$ cat src/rtl/control_sequencer_pkg.sv
// Shared definitions for the SAP-1 hardwired sequencer: opcodes, control-bit indices, FSM states.
package control_sequencer_pkg;

  localparam logic [3:0] OP_NOP = 4'd0;
  localparam logic [3:0] OP_LDA = 4'd1;
  localparam logic [3:0] OP_ADD = 4'd2;
  localparam logic [3:0] OP_SUB = 4'd3;
  localparam logic [3:0] OP_STA = 4'd4;
  localparam logic [3:0] OP_LDI = 4'd5;
  localparam logic [3:0] OP_JMP = 4'd6;
  localparam logic [3:0] OP_JC  = 4'd7;
  localparam logic [3:0] OP_JZ  = 4'd8;
  localparam logic [3:0] OP_OUT = 4'd14;
  localparam logic [3:0] OP_HLT = 4'd15;

  localparam int unsigned CTL_HLT = 15;
  localparam int unsigned CTL_MI  = 14;
  localparam int unsigned CTL_RI  = 13;
  localparam int unsigned CTL_RO  = 12;
  localparam int unsigned CTL_IO  = 11;
  localparam int unsigned CTL_II  = 10;
  localparam int unsigned CTL_AI  = 9;
  localparam int unsigned CTL_AO  = 8;
  localparam int unsigned CTL_EO  = 7;
  localparam int unsigned CTL_SU  = 6;
  localparam int unsigned CTL_BI  = 5;
  localparam int unsigned CTL_OI  = 4;
  localparam int unsigned CTL_CE  = 3;
  localparam int unsigned CTL_CO  = 2;
  localparam int unsigned CTL_J   = 1;
  localparam int unsigned CTL_FI  = 0;

  typedef enum logic [1:0] {
    ST_IDLE,
    ST_RUN,
    ST_HALT
  } state_t;

  function automatic logic [15:0] ctl(input int unsigned b);
    return 16'd1 << b;
  endfunction

endpackage

$ cat src/rtl/control_sequencer_ctrl_decode.sv
// Combinational step/opcode/flags -> control word decode, plus end-of-instruction flag.
// CTRL_SEQ_EARLY_END_EN: instructions end at their last non-zero step instead of MAX_STEPS-1.
module ctrl_decode
  import control_sequencer_pkg::*;
#(
  parameter int unsigned MAX_STEPS = 5
) (
  input  logic [2:0]  step,
  input  logic [3:0]  opcode,
  input  logic        flag_c,
  input  logic        flag_z,
  output logic [15:0] word,
  output logic        last
);

  logic [15:0] w2, w3, w4;

  always_comb begin
    w2 = '0;
    w3 = '0;
    w4 = '0;
    case (opcode)
      OP_LDA: begin
        w2 = ctl(CTL_IO) | ctl(CTL_MI);
        w3 = ctl(CTL_RO) | ctl(CTL_AI);
      end
      OP_ADD, OP_SUB: begin
        w2 = ctl(CTL_IO) | ctl(CTL_MI);
        w3 = ctl(CTL_RO) | ctl(CTL_BI);
        w4 = ctl(CTL_EO) | ctl(CTL_AI) | ctl(CTL_FI) | ((opcode == OP_SUB) ? ctl(CTL_SU) : '0);
      end
      OP_STA: begin
        w2 = ctl(CTL_IO) | ctl(CTL_MI);
        w3 = ctl(CTL_AO) | ctl(CTL_RI);
      end
      OP_LDI: w2 = ctl(CTL_IO) | ctl(CTL_AI);
      OP_JMP: w2 = ctl(CTL_IO) | ctl(CTL_J);
      OP_JC:  w2 = flag_c ? (ctl(CTL_IO) | ctl(CTL_J)) : '0;
      OP_JZ:  w2 = flag_z ? (ctl(CTL_IO) | ctl(CTL_J)) : '0;
      OP_OUT: w2 = ctl(CTL_AO) | ctl(CTL_OI);
      OP_HLT: w2 = ctl(CTL_HLT);
      default: ;
    endcase
  end

  always_comb begin
    word = '0;
    case (step)
      3'd0: word = ctl(CTL_CO) | ctl(CTL_MI);
      3'd1: word = ctl(CTL_RO) | ctl(CTL_II) | ctl(CTL_CE);
      3'd2: word = w2;
      3'd3: word = w3;
      3'd4: word = w4;
      default: word = '0;
    endcase
  end

`ifdef CTRL_SEQ_EARLY_END_EN
  logic [2:0] end_step;

  always_comb begin
    end_step = 3'd1;
    case (opcode)
      OP_LDA, OP_STA:                 end_step = 3'd3;
      OP_ADD, OP_SUB:                 end_step = 3'd4;
      OP_LDI, OP_JMP, OP_OUT, OP_HLT: end_step = 3'd2;
      OP_JC:                          end_step = flag_c ? 3'd2 : 3'd1;
      OP_JZ:                          end_step = flag_z ? 3'd2 : 3'd1;
      default:                        end_step = 3'd1;
    endcase
  end

  // A short MAX_STEPS truncates long instructions at the final step.
  assign last = (step >= end_step) || (step == 3'(MAX_STEPS - 1));
`else
  assign last = (step == 3'(MAX_STEPS - 1));
`endif

endmodule

$ cat src/rtl/control_sequencer.sv
// SAP-1 hardwired control sequencer: run/pause/single-step/halt FSM with registered control outputs.
// Optional CTRL_SEQ_EARLY_END_EN shortens instructions to their last non-zero step.
module control_sequencer
  import control_sequencer_pkg::*;
#(
  parameter int unsigned MAX_STEPS = 5
) (
  input  logic        clk,
  input  logic        reset,
  input  logic [3:0]  opcode,
  input  logic        flag_c,
  input  logic        flag_z,
  input  logic        run,
  input  logic        step_req,
  output logic [15:0] ctrl,
  output logic [2:0]  t_state,
  output logic        halted,
  output logic        instr_done
);

  state_t      state_q, state_d;
  logic        single_q, single_d;
  logic [2:0]  step_d;
  logic        load;
  logic [15:0] dec_word;
  logic        dec_last;

  ctrl_decode #(.MAX_STEPS(MAX_STEPS)) u_decode (
    .step   (step_d),
    .opcode (opcode),
    .flag_c (flag_c),
    .flag_z (flag_z),
    .word   (dec_word),
    .last   (dec_last)
  );

  // instr_done and ctrl[hlt] are registered views of the step now being presented.
  always_comb begin
    state_d  = state_q;
    single_d = single_q;
    step_d   = t_state;
    load     = 1'b0;
    case (state_q)
      ST_IDLE: begin
        step_d = 3'd0;
        if (run) begin
          state_d = ST_RUN;
          load    = 1'b1;
        end else if (step_req) begin
          state_d  = ST_RUN;
          single_d = 1'b1;
          load     = 1'b1;
        end
      end
      ST_RUN: begin
        if (ctrl[CTL_HLT]) begin
          state_d = ST_HALT;
        end else if (instr_done) begin
          step_d = 3'd0;
          if (single_q || !run) begin
            state_d  = ST_IDLE;
            single_d = 1'b0;
          end else begin
            load = 1'b1;
          end
        end else begin
          step_d = t_state + 3'd1;
          load   = 1'b1;
        end
      end
      ST_HALT: ;
      default: state_d = ST_IDLE;
    endcase
  end

  always_ff @(posedge clk or negedge reset) begin
    if (!reset) begin
      state_q    <= ST_IDLE;
      single_q   <= 1'b0;
      ctrl       <= '0;
      t_state    <= '0;
      halted     <= 1'b0;
      instr_done <= 1'b0;
    end else begin
      state_q    <= state_d;
      single_q   <= single_d;
      ctrl       <= load ? dec_word : '0;
      t_state    <= step_d;
      halted     <= (state_d == ST_HALT);
      instr_done <= load & dec_last;
    end
  end

endmodule

$ cat config.mk
export PLATFORM = sky130hd
export DESIGN_NAME = control_sequencer
export DESIGN_NICKNAME = d
export VERILOG_FILES = /design/src/rtl/control_sequencer_pkg.sv /design/src/rtl/control_sequencer_ctrl_decode.sv /design/src/rtl/control_sequencer.sv
export SDC_FILE = /design/constraint.sdc
export NUM_CORES = 1
export LEC_CHECK = 0
export BUFFER_PORTS_ARGS = -buffer_cell sky130_fd_sc_hd__clkbuf_2
export CAP_MARGIN = 20
export CORE_UTILIZATION = 30
export DETAILED_ROUTE_END_ITERATION = 6
export GPL_ROUTABILITY_DRIVEN = 1
export PLACE_DENSITY = 0.5
export SLEW_MARGIN = 20
export SYNTH_ARGS = -nofsm -noshare
export SYNTH_HDL_FRONTEND = slang
export SYNTH_SLANG_ARGS = --single-unit
$ cat constraint.sdc
create_clock -name clk -period 1.9 [get_ports clk]
set_input_delay 0.19 -clock clk [delete_from_list [all_inputs] [get_ports clk]]
set_output_delay 0.19 -clock clk [all_outputs]
set_load 0.05 [all_outputs]
==> flow_summary_export.csv <==
group,metric,value,unit
status,status,"finished clean",
clock_tree,post-cts-setup-buffer-count,0,
timing,rsz0062_at_grt,"no",
clock_tree,cts_buffer_depth,2,
global_routing,gr-total-overflow,0,
setup_path,startpoint,"t_state[0]$_DFF_PN0_",
setup_path,critPathMaxStageDelay,440,ps
clock_tree,htreeDepth,1,
setup_path,end_kind,"flip-flop",
finish,drive_gt1_share,34.8,%
logic_synthesis,netlist-cell-type-count,35,
timing,finalSetupViolCount,0,
clock_tree,insertion_delay,260,ps
setup_path,path_delay_family,"simple AND/OR/NAND/NOR gates",
global_routing,grt_pass1_wl,4090,um
clock_tree,cts_buffers,3,
min_path,hold_path_class,"primary input to flip-flop",
floorplan,core-area,0.00347,mm^2
pwr,p_sw,1.11,mW
pwr,clkPwrFrac,18.0,%
setup_path,path_depth,6,
clock_tree,root_buffer,"clkbuf_8",
routing,drc,0,
pwr,pwr-share-comb,54.0,%
floorplan,die_h,63.2,um
pwr,p_seq_share,28.0,%
setup_path,worstSetupPathType,"flip-flop to flip-flop",
placement,dp.cells,182,
routing,drt_pre_antenna_iters,4,
logic_synthesis,synth-seq-cells,22,
floorplan,fp.dieW,63.2,um
routing,drtIter0Drc,44,
pwr,leakage,0.703,nW
pwr,peakVddDrop,0.358,mV
setup_path,cp.required,2050,ps
global_routing,grt_max_degree,23,
placement,io_buffers,30,
global_routing,antenna_found_initial,0,
routing,post_drt_via_cell_ratio,4.89,
floorplan,num_rows,21,
logic_synthesis,synth.avg_cell_area,10.0,um^2
setup_path,reg2reg_from,"t_state[0]$_DFF_PN0_",
finish,layoutNonFillerInstCount,187,
finish,design_area,0.00139,mm^2
placement,finalWeightedCongestion,0.755,
setup_path,reg2reg_to,"ctrl[4]$_DFF_PN0_",
finish,mostFrequentLayoutCells,"clkbuf_2 (30), dfrtp_1 (20), nor2_1 (12), o21ai_0 (9), nand2_1 (8)",
run,cap_viol_max_count,0,
setup_path,rrSetupSlack,30,ps
clock_tree,clk_pin_slew_worst_paths,80,ps
logic_synthesis,yosysWarningCount,0,
setup_path,cp.buffers_inverters,0,
floorplan,dieArea,0.00399,mm^2
floorplan,initial_core_util,32.4,%
logic_synthesis,postSynthCellCount,112,
timing,fmax,534,MHz
setup_path,endpoint,"ctrl[4]$_DFF_PN0_",
timing,period_share,98.6,%
placement,placed_area,0.00129,mm^2
setup_path,path_max_fanout,9,
setup_path,crit_path_start_kind,"flip-flop",
pwr,power_density,1710,mW/mm^2
logic_synthesis,yosysSeqAreaShare,49.1,%
min_path,holdPathStages,2,
placement,dp_hpwl,1800,um
setup_path,slowest_stage,"dfrtp_2",
finish,area_delta_synth_final,24.0,%
finish,layout_commonest_cell,"clkbuf_2",
timing,slew_viol_final,0,
routing,postRouteAntennaNets,0,
setup_path,crit_path_cell_trace,"ha_1 -> nor2b_1 -> a22o_1 -> a22o_2 -> nand2b_4 -> nor4_1",
setup_path,arrival,2020,ps
routing,vias,915,
clock_tree,clock-sinks,22,
timing,finalCriticalPeriod,1870,ps
clock_tree,tritoncts,"built",
floorplan,ios,31,
routing,routed_wl,2420,um
routing,wl_per_cell,13.0,um
logic_synthesis,synthesis.nets,123,
setup_path,reg2reg_depth,6,
timing,finClkSkew,4.83,ps
finish,finalNetCount,153,
timing,hold_violations,0,
min_path,min_from,"opcode[0]",
pwr,intPower,1.28,mW
timing,slew_headroom,63.4,%
global_routing,grt_pass1_vias,874,
global_routing,track_usage,13.4,%
timing,worst_slew_pin_slew,549,ps
logic_synthesis,syn_area,0.00112,mm^2
pwr,swShare,46.5,%
finish,n_antenna_cell,0,
timing,finalSetupTns,0,ps
==> worst min-delay path by stage <==
| stage | end | slack [ps] |
|---|---|---|
| after global placement | state_q[1]$_DFF_PN0_ | 200 |
| after global routing | ctrl[4]$_DFF_PN0_ | 220 |
| after detailed placement | halted$_DFF_PN0_ | 200 |
| final | ctrl[4]$_DFF_PN0_ | 220 |
| after floorplan | ctrl[10]$_DFF_PN0_ | -110 |
| after CTS | ctrl[4]$_DFF_PN0_ | 190 |
==> worst reg2reg max path: stages, from the launching register on <==
cell	delay, ps
dfrtp_2	440
ha_1	210
nor2b_1	140
a22o_1	230
a22o_2	280
nand2b_4	190
nor4_1	290
==> logic make-up (layout without fill, tap and decap cells) <==
| kind of cell | Yosys count | in the layout | synth area share (%) |
|---|---|---|---|
| simple gates | 49 | 49 | 25.1 |
| xor+xnor | 1 | 1 | 0.781 |
| compound gates | 25 | 25 | 17.2 |
| flops | 22 | 22 | 49.1 |
| buf+inv | 14 | 43 | 6.80 |
| fa+ha+maj | 1 | 1 | 1.11 |
==> layer usage <==
layer  routed length [um]  global-route usage, %
met5                    0                      0
met4                    0                   6.10
met3                   98                   2.36
met2                 1160                   20.2
met1                 1160                   18.5
==> metrics by stage <==
step | utilization (%) | power, mW | worst slack [ps] | hold slack, ps
floorplan | - | 1.66 | 48.4 | -106
global placement | 37.3 | 1.92 | 120 | 202
detailed placement | 37.3 | 1.93 | 75.8 | 196
CTS | 39.6 | 2.37 | 53.6 | 188
global route | 40.1 | 2.54 | 5.22 | 219
finish | 40.1 | 2.39 | 25.8 | 219
==> synth_stat cells <==
master     instances  area share [%]
o21bai_1           1            0.67
nor4_2             1             1.1
o21ai_1            1            0.45
nand2b_4           1             1.2
nand3b_1           2             1.3
buf_2              1            0.45
a21oi_1            5             2.2
inv_1              6             2.0
a21o_1             1            0.67
o41ai_2            1             1.4
nand3_1            3             1.3
o32a_1             1            0.89
or3_1              4             2.2
buf_6              2             2.0
nand2_1            8             2.7
a22o_1             2             1.6
a2bb2oi_2          1             1.3
or2_1              1            0.56
and2_1             3             1.7
and3_1             4             2.2
dfrtp_1           22              49
a21boi_4           1             1.7
xor2_1             1            0.78
a211oi_2           2             2.2
nor2_1            12             4.0
ha_1               1             1.1
nor3_1             1            0.45
clkbuf_1           3             1.0
nor4_1             2             1.1
buf_4              2             1.3
nor3_2             2             1.8
o21ai_0            9             4.0
nor2b_1            3             1.7
and4b_1            1            0.89
and4_1             1            0.78
==> power groups by stage <==
| stage | Clock (mW) | Sequential [mW] | Combinational (mW) |
|---|---|---|---|
| final | 0.430 | 0.668 | 1.29 |
| after global routing | 0.470 | 0.685 | 1.39 |
| after CTS | 0.440 | 0.672 | 1.26 |
| after detailed placement | 0 | 0.682 | 1.25 |
| after global placement | 0 | 0.675 | 1.25 |
| after floorplan | 0 | 0.971 | 0.694 |
==> final cells by class <==
type                    instances  area (um^2)
clock buffers                   3         41.3
inverters                       6         22.5
fillers                       368         2080
well taps                      46         57.6
clock inverters                 1         30.0
flip-flops and latches         22          553
multi-input cells              76          512
repair buffers                 33          175
==> repair_timing <==
| action | 4_1_cts | 5_1_grt |
|---|---|---|
| gates resized for setup | 0 | 3 |
| endpoints found under the hold margin | 22 | 0 |
| hold buffers | 1 | 0 |
| setup endpoints to repair | 0 | 2 |
==> registers in the layout (all words and copies together) (netlist names) <==
name and flops:
ctrl 14, halted 1, instr_done 1, single_q 1
state_q 2, t_state 3
Note: power is estimated with default switching activity, not from simulation.
